===== src/rtl/vga_timing_pkg.sv =====
// Shared VGA mode constants, the delay-line control bundle and the total-size helper
// used by the timing generator.
package vga_timing_pkg;

  localparam int unsigned VGA_COORD_W = 11;

  // 1440x900 @ 60 Hz
  localparam int unsigned M1440_H_ACTIVE = 1440;
  localparam int unsigned M1440_H_FP     = 80;
  localparam int unsigned M1440_H_SYNC   = 152;
  localparam int unsigned M1440_H_BP     = 232;
  localparam int unsigned M1440_V_ACTIVE = 900;
  localparam int unsigned M1440_V_FP     = 1;
  localparam int unsigned M1440_V_SYNC   = 3;
  localparam int unsigned M1440_V_BP     = 28;

  // 640x480 @ 60 Hz
  localparam int unsigned M640_H_ACTIVE  = 640;
  localparam int unsigned M640_H_FP      = 16;
  localparam int unsigned M640_H_SYNC    = 96;
  localparam int unsigned M640_H_BP      = 48;
  localparam int unsigned M640_V_ACTIVE  = 480;
  localparam int unsigned M640_V_FP      = 10;
  localparam int unsigned M640_V_SYNC    = 2;
  localparam int unsigned M640_V_BP      = 33;

  // 800x600 @ 60 Hz
  localparam int unsigned M800_H_ACTIVE  = 800;
  localparam int unsigned M800_H_FP      = 40;
  localparam int unsigned M800_H_SYNC    = 128;
  localparam int unsigned M800_H_BP      = 88;
  localparam int unsigned M800_V_ACTIVE  = 600;
  localparam int unsigned M800_V_FP      = 1;
  localparam int unsigned M800_V_SYNC    = 4;
  localparam int unsigned M800_V_BP      = 23;

  typedef struct packed {
    logic hs;
    logic vs;
    logic act;
  } vga_ctl_t;

  function automatic int unsigned vga_total(input int unsigned sync, input int unsigned bp,
                                            input int unsigned active, input int unsigned fp);
    return sync + bp + active + fp;
  endfunction

endpackage


===== src/rtl/vga_pipe_delay.sv =====
// pix_en-gated shift register with synchronous clear; DEPTH=0 is a plain wire.
module vga_pipe_delay #(
  parameter int unsigned W     = 1,
  parameter int unsigned DEPTH = 1
) (
  input  logic         clk_i,
  input  logic         clr_i,
  input  logic         en_i,
  input  logic [W-1:0] d_i,
  output logic [W-1:0] q_o
);

  if (DEPTH == 0) begin : g_wire
    logic unused_ctl;
    assign unused_ctl = ^{clk_i, clr_i, en_i};
    assign q_o = d_i;
  end else begin : g_sr
    logic [W-1:0] sr_q [DEPTH];

    always_ff @(posedge clk_i) begin
      if (clr_i) begin
        for (int unsigned i = 0; i < DEPTH; i++) sr_q[i] <= '0;
      end else if (en_i) begin
        sr_q[0] <= d_i;
        for (int unsigned i = 1; i < DEPTH; i++) sr_q[i] <= sr_q[i-1];
      end
    end

    assign q_o = sr_q[DEPTH-1];
  end

endmodule


===== src/rtl/vga_timing_gen.sv =====
// Parametrised VGA/DVI timing generator: lookahead coordinates for draw logic, with
// sync/DE delayed DRAW_LAT ticks so they meet the returned colour at the output register.
module vga_timing_gen
  import vga_timing_pkg::*;
#(
  parameter int unsigned H_ACTIVE = M1440_H_ACTIVE,
  parameter int unsigned H_FP     = M1440_H_FP,
  parameter int unsigned H_SYNC   = M1440_H_SYNC,
  parameter int unsigned H_BP     = M1440_H_BP,
  parameter int unsigned V_ACTIVE = M1440_V_ACTIVE,
  parameter int unsigned V_FP     = M1440_V_FP,
  parameter int unsigned V_SYNC   = M1440_V_SYNC,
  parameter int unsigned V_BP     = M1440_V_BP,
  parameter int unsigned HS_POL   = 1,
  parameter int unsigned VS_POL   = 1,
  parameter int unsigned DRAW_LAT = 1,
  parameter int unsigned CW       = 4
) (
  input  logic          clk,
  input  logic          rst,
  input  logic          pix_en,
  input  logic [CW-1:0] draw_r,
  input  logic [CW-1:0] draw_g,
  input  logic [CW-1:0] draw_b,
  output logic [10:0]   curr_x,
  output logic [10:0]   curr_y,
  output logic          req_valid,
  output logic          line_start,
  output logic          frame_start,
  output logic [CW-1:0] pix_r,
  output logic [CW-1:0] pix_g,
  output logic [CW-1:0] pix_b,
  output logic          hsync,
  output logic          vsync,
  output logic          de
);

  localparam int unsigned H_TOT = vga_total(H_SYNC, H_BP, H_ACTIVE, H_FP);
  localparam int unsigned V_TOT = vga_total(V_SYNC, V_BP, V_ACTIVE, V_FP);
  localparam int unsigned HW    = $clog2(H_TOT);
  localparam int unsigned VW    = $clog2(V_TOT);

  if (H_TOT > 2048 || V_TOT > 2048) begin : g_err_tot
    $error("vga_timing_gen: H_TOT/V_TOT must not exceed 2048");
  end
  if (H_ACTIVE < 1 || H_FP < 1 || H_SYNC < 1 || H_BP < 1 ||
      V_ACTIVE < 1 || V_FP < 1 || V_SYNC < 1 || V_BP < 1 || CW < 1) begin : g_err_min
    $error("vga_timing_gen: timing parameters and CW must be >= 1");
  end
  if (DRAW_LAT > 8) begin : g_err_lat
    $error("vga_timing_gen: DRAW_LAT must be in 0..8");
  end

  localparam logic [HW-1:0] H_LAST = HW'(H_TOT - 1);
  localparam logic [HW-1:0] HS_END = HW'(H_SYNC);
  localparam logic [HW-1:0] HA_BEG = HW'(H_SYNC + H_BP);
  localparam logic [HW-1:0] HA_END = HW'(H_SYNC + H_BP + H_ACTIVE);
  localparam logic [VW-1:0] V_LAST = VW'(V_TOT - 1);
  localparam logic [VW-1:0] VS_END = VW'(V_SYNC);
  localparam logic [VW-1:0] VA_BEG = VW'(V_SYNC + V_BP);
  localparam logic [VW-1:0] VA_END = VW'(V_SYNC + V_BP + V_ACTIVE);
  localparam logic          HS_ACT = (HS_POL != 0);
  localparam logic          VS_ACT = (VS_POL != 0);

  logic [HW-1:0] hcnt_q, hcnt_d;
  logic [VW-1:0] vcnt_q, vcnt_d;
  logic [HW-1:0] xoff;
  logic [VW-1:0] yoff;
  vga_ctl_t      ctl0, ctl_d;

  logic [CW-1:0] pix_r_q, pix_g_q, pix_b_q;
  logic          hs_q, vs_q, de_q;

  always_comb begin
    hcnt_d = hcnt_q;
    vcnt_d = vcnt_q;
    if (pix_en) begin
      if (hcnt_q == H_LAST) begin
        hcnt_d = '0;
        vcnt_d = (vcnt_q == V_LAST) ? '0 : vcnt_q + VW'(1);
      end else begin
        hcnt_d = hcnt_q + HW'(1);
      end
    end
  end

  always_ff @(posedge clk) begin
    if (rst) begin
      hcnt_q <= '0;
      vcnt_q <= '0;
    end else begin
      hcnt_q <= hcnt_d;
      vcnt_q <= vcnt_d;
    end
  end

  always_comb begin
    ctl0     = '0;
    ctl0.hs  = (hcnt_q < HS_END);
    ctl0.vs  = (vcnt_q < VS_END);
    ctl0.act = (hcnt_q >= HA_BEG) && (hcnt_q < HA_END) &&
               (vcnt_q >= VA_BEG) && (vcnt_q < VA_END);
    xoff     = hcnt_q - HA_BEG;
    yoff     = vcnt_q - VA_BEG;
  end

  assign curr_x      = ctl0.act ? 11'(xoff) : '0;
  assign curr_y      = ctl0.act ? 11'(yoff) : '0;
  assign req_valid   = ctl0.act;
  assign line_start  = pix_en && ctl0.act && (hcnt_q == HA_BEG);
  assign frame_start = line_start && (vcnt_q == VA_BEG);

  vga_pipe_delay #(
    .W     ($bits(vga_ctl_t)),
    .DEPTH (DRAW_LAT)
  ) u_ctl_delay (
    .clk_i (clk),
    .clr_i (rst),
    .en_i  (pix_en),
    .d_i   (ctl0),
    .q_o   (ctl_d)
  );

  // Cleared delay stages read as hs=vs=0, so syncs leave reset in their inactive level.
  always_ff @(posedge clk) begin
    if (rst) begin
      pix_r_q <= '0;
      pix_g_q <= '0;
      pix_b_q <= '0;
      de_q    <= 1'b0;
      hs_q    <= ~HS_ACT;
      vs_q    <= ~VS_ACT;
    end else if (pix_en) begin
      pix_r_q <= ctl_d.act ? draw_r : '0;
      pix_g_q <= ctl_d.act ? draw_g : '0;
      pix_b_q <= ctl_d.act ? draw_b : '0;
      de_q    <= ctl_d.act;
      hs_q    <= ctl_d.hs ^~ HS_ACT;
      vs_q    <= ctl_d.vs ^~ VS_ACT;
    end
  end

  assign pix_r = pix_r_q;
  assign pix_g = pix_g_q;
  assign pix_b = pix_b_q;
  assign de    = de_q;
  assign hsync = hs_q;
  assign vsync = vs_q;

endmodule


===== config.mk =====
export PLATFORM = sky130hd
export DESIGN_NAME = vga_timing_gen
export DESIGN_NICKNAME = d
export VERILOG_FILES = /design/src/rtl/vga_timing_pkg.sv /design/src/rtl/vga_pipe_delay.sv /design/src/rtl/vga_timing_gen.sv
export SDC_FILE = /design/constraint.sdc
export NUM_CORES = 1
export LEC_CHECK = 0
export CORE_MARGIN = 2
export CORE_UTILIZATION = 53
export DETAILED_ROUTE_END_ITERATION = 16
export HOLD_SLACK_MARGIN = 0.08
export PLACE_DENSITY_LB_ADDON = 0.25
export SKIP_LAST_GASP = 1
export SYNTH_ARGS = -nofsm -noshare
export SYNTH_HDL_FRONTEND = slang
export SYNTH_SLANG_ARGS = --single-unit

===== constraint.sdc =====
create_clock -name clk -period 6 [get_ports clk]
set_input_delay 1.2 -clock clk [delete_from_list [all_inputs] [get_ports clk]]
set_output_delay 1.2 -clock clk [all_outputs]
set_load 0.1 [all_outputs]

Word level (Yosys, flattened, before mapping)
Memory sizes are Yosys's and may differ from the RTL's.
Index checks and enable logic that the tools add are counted.
{"block": "word_totals", "ff_bits": 36, "latch_bits": 0, "ramBits": 3, "rom_bits": 0, "elab_cells": 45, "n_memories": 1}
{"name": "u_ctl_delay.g_sr.sr_q", "words": 1, "word_bits": 3, "read_ports": 1, "rd_clocked_by_memory_dff": 0, "write_ports": 1, "line_no": "vga_pipe_delay.sv:18", "text": "logic [W-1:0] sr_q [DEPTH];"}
{"block": "op_classes", "add_sub_neg": 4, "multipliers": 0, "div": 0, "order_cmp": 6, "eq_ne": 4, "shifts": 0, "muxes": 14, "bitwise": 0, "reduce_logical": 8}
{"operator": "$mux 11", "n": 2}
{"operator": "$mux 10", "n": 2}
{"operator": "$mux 4", "n": 3}
{"operator": "$add 11x1->11 const B", "n": 1}
{"operator": "$eq 11x11->1 const B", "n": 1}
{"operator": "$eq 11x9->1 const B", "n": 1}
{"operator": "$ge 11x9->1 const B", "n": 1}
{"operator": "$lt 11x11->1 const B", "n": 1}
{"operator": "$lt 11x8->1 const B", "n": 1}
{"operator": "$sub 11x9->11 const B", "n": 1}
{"operator": "$add 10x1->10 const B", "n": 1}
{"operator": "$eq 10x10->1 const B", "n": 1}
{"operator": "$eq 10x5->1 const B", "n": 1}
{"operator": "$ge 10x5->1 const B", "n": 1}
{"operator": "$lt 10x10->1 const B", "n": 1}
{"operator": "$lt 10x2->1 const B", "n": 1}
{"operator": "$sub 10x5->10 const B", "n": 1}
{"operator": "$logic_and 1x1->1", "n": 6}
{"operator": "$mux 1", "n": 6}
{"operator": "$mux 3", "n": 1}
{"operator": "$reduce_or 3->1", "n": 1}
{"operator": "$reduce_and 2->1", "n": 1}

Logic depth before layout (Yosys ltp)
{"block": "depth", "depth_word": 7, "ltp_mapped": 8}

By module
A second synthesis with hierarchy kept.
{"block": "unflattened", "cells_unflattened": 259, "hier_area_um2": 2210.9}
{"mod": "vga_timing_gen", "instances": 1, "cells_each": 252, "area_per_inst_um2": 2088.3, "seq_area_each_um2": 720.7}
{"mod": "vga_pipe_delay", "instances": 1, "cells_each": 7, "area_per_inst_um2": 122.6, "seq_area_each_um2": 90.1}

Least setup slack after synthesis
OpenSTA, ideal clock, no wires.
{"block": "synth_path", "path_kind": "input -> output", "from": "input port pix_en", "to": "output port frame_start", "t_arrival_ns": 3.674, "required_time_ns": 4.800, "setup_slack_ns": 1.126, "stages": 3, "path_cell_list": "clkbuf_1 nand4_1 nor3_1"}
{"block": "synth_via", "elab_chain_len": 3}
{"element": "start, declared", "line_no": "vga_timing_gen.sv:21", "text": "input logic pix_en,"}
{"element": "$logic_and 1x1->1 (2 in a row)", "line_no": "vga_timing_gen.sv:110", "text": "assign line_start = pix_en && ctl0.act && (hcnt_q == HA_BEG);"}
{"element": "$logic_and 1x1->1", "line_no": "vga_timing_gen.sv:111", "text": "assign frame_start = line_start && (vcnt_q == VA_BEG);"}
{"element": "end, declared", "line_no": "vga_timing_gen.sv:29", "text": "output logic frame_start,"}
No other way between the ends.

Worst setup path in the final report
Same ends and word-level chain as after synthesis.

==> impl_metrics.tcl <==
set metrics [dict create \
    status "completed" \
    antennaDiodeCount 0 \
    drive_gt1_share_pct 5.52 \
    cts_resized 0 \
    cts_tree "done" \
    cts-root-buf "clkbuf_8" \
    period_minus_slack_ns 4.70 \
    p_per_area_mw_per_mm2 191 \
    multi_input_area_mm2 0.00120 \
    drt-pass1-iter-count 4 \
    synth_fp_nets 291 \
    clkSinkCount 39 \
    area_growth_pct 27.3 \
    clkTransAtPathRegs_ns 0.08 \
    start_util_pct 55.0 \
    grt_pass1_wl_mm 7.88 \
    dp.final_hpwl_mm 3.39 \
    overflow 0 \
    antenna_left 0 \
    place.gp.congestion 0.829 \
    yosysSeqAreaShare_pct 37.1 \
    path_buf_inv 2 \
    drt_iter0_drc 79 \
    cts-hold-fix-buffers 0 \
    route.detailed.drc 0 \
    io_pins 55 \
    syn_inst 270 \
    dpl_cell_area_mm2 0.00267 \
    hold_path.class "reg -> reg" \
    path_delay_family "buffers and inverters" \
    htree_num_levels 2 \
    maxSlewViolCount 0 \
    cts_buffers 5 \
    cp-startpoint "pix_en" \
    postSynthAreaPerCell_um2 8.09 \
    cp_common_cell "clkdlybuf4s50_1" \
    ir_drop_v 0.000102 \
    routed_wl_mm 4.78 \
    synth_seq_cells 39 \
    fp.dieW_um 68.2 \
    critical_path_class "in -> out" \
    crit_chain "clkdlybuf4s50_1 -> nand4_1 -> nor3_1 -> clkdlybuf4s50_1" \
    timing.reg2reg.setup_slack_ns 3.83 \
    slowest_stage "clkdlybuf4s50_1" \
    fmax_mhz 213 \
    hold_ws_ns 0.490 \
    fin_skew_ns 0.00154 \
    rr_startpoint "vcnt_q[5]" \
    grt_pass1_vias 1780 \
    stdcell_area_mm2 0.00278 \
    tns_ns 0 \
    grtUsageTotal_pct 21.8 \
    finalSetupViolCount 0 \
    grt_max_degree 34 \
    cp.arrival_ns 3.50 \
    min_from "u_ctl_delay.g_sr.sr_q[0][2]" \
    synth_cell_types 47 \
    vias 2006 \
    ys.flop_type "dfxtp_1" \
    die_area_mm2 0.00465 \
    antenna_found_initial 0 \
    numPortBuffers 53 \
    rsz0062_at_grt "no" \
    die_h_um 68.2 \
    async_reset_ff_share_pct 0 \
    final_nets 328 \
    finalHoldViolCount 0 \
    core_mm2 0.00397 \
    p_total_mw 0.530 \
    vias_per_cell 5.60 \
    fin_crit_sh_pct 78.3 \
    mostFrequentLayoutCells "clkdlybuf4s50_1 (53), nor2_1 (47), dfxtp_1 (36)" \
    synth_edf_count 3 \
    wl_per_cell_um 13.4 \
    tightestPinTransition_ns 0.976 \
    regArea_um2 811 \
    p_leak_nw 0.967 \
    rows 23 \
    critical-path-max-stage-delay_ns 1.17 \
    mostFrequentLayoutCell "clkdlybuf4s50_1" \
    required_ns 4.80 \
    timing.max_cap.violations 0 \
    yosysWarningCount 0 \
    crit_fanout 12 \
    clkLatencyLatePin_ns 0.29 \
    start_kind "primary input" \
    fillers 334 \
    max_slew_margin_pct 34.7 \
    clockBufferDepth 2 \
    post_cts_buffers 0 \
    synthesis.area_mm2 0.00218 \
    crit_path_end_kind "output port" \
]
## report_power, final
group | leakage [nW] | switching [mW] | total [mW] | internal, mW
logic | 0.587 | 0.0358 | 0.0549 | 0.0190
clock network | 0.0563 | 0.0960 | 0.203 | 0.107
registers | 0.324 | 0.00444 | 0.272 | 0.267
total | 0.967 | 0.136 | 0.530 | 0.393
## worst min-delay path, cell delays in order (launching register included)
cell,delay [ns]
edfxtp_1,0.32
mux2i_1,0.06
nor2_1,0.08
## logic make-up after synthesis
logic type,after synthesis,synth area share (%)
AO/OA/AOI/OAI,43,13.9
other,1,0.172
buffers and inverters,39,7.73
XOR/XNOR,15,6.01
multiplexers,4,1.83
adder cells (fa/ha/maj),6,3.44
flip-flops,39,37.1
AND/OR/NAND/NOR,123,29.8
## routing by layer
metal  GRT usage (%)  part of all wire (%)
met3            3.78                   4.9
met5               0                     0
met1            29.1                    47
met2            35.9                    47
met4            7.00                   1.2
## Yosys cell counts (all sizes together), types with 2 or more instances
cell type | n | area, µm²
nor2 | 47 | 176
dfxtp | 36 | 721
clkbuf | 19 | 71.3
inv | 15 | 56.3
nand3 | 15 | 75.1
a22oi | 12 | 90.1
xnor2 | 12 | 105
nand4 | 9 | 56.3
nand2 | 8 | 30.0
o21ai | 8 | 40.0
a21oi | 7 | 35.0
ha | 6 | 75.1
nor3 | 6 | 30.0
and4 | 5 | 45.0
buf | 5 | 41.3
nand2b | 5 | 31.3
nor2b | 5 | 31.3
o31ai | 5 | 37.5
or4 | 5 | 41.3
mux2i | 4 | 40.0
nor4 | 4 | 25.0
and2 | 3 | 18.8
edfxtp | 3 | 90.1
nand3b | 3 | 22.5
xor2 | 3 | 26.3
a31oi | 2 | 12.5
o211ai | 2 | 15.0
or2 | 2 | 15.0
or3b | 2 | 17.5
## per-stage QoR
stage / setup slack, ns / instances / util (%)
2_1_floorplan: 1.13 / 270 / -
3_3_place_gp: 1.32 / 350 / 67.3
5_1_grt: 1.21 / 358 / 70.0
4_1_cts: 1.30 / 358 / 70.0
6_report: 1.30 / 358 / 70.0
3_5_place_dp: 1.32 / 350 / 67.3
## sequential cells by signal (all words and copies together), names as in the netlist
signal / cells
de: 1
hcnt_q: 11
hsync: 1
pix_b: 4
pix_g: 4
pix_r: 4
u_ctl_delay.g_sr.sr_q: 3
vcnt_q: 10
vsync: 1
## path summary, 6_finish.rpt
| path | end | cells after the start |
|---|---|---|
| setup / recovery | frame_start | 4 |
| hold / removal | hsync | 2 |
| setup reg to reg | u_ctl_delay.g_sr.sr_q[0][0] | 4 |
| hold reg to reg | hsync | 2 |
## layout make-up
class,count,share of cell area [%]
Tap cell,50,2.25
Multi-Input combinational cell,192,43.3
Clock buffer,6,3.38
Sequential cell,39,29.2
Inverter,15,2.03
Timing Repair Buffer,54,19.4
Clock inverter,2,0.495
Note: power is estimated with default switching activity, not from simulation.
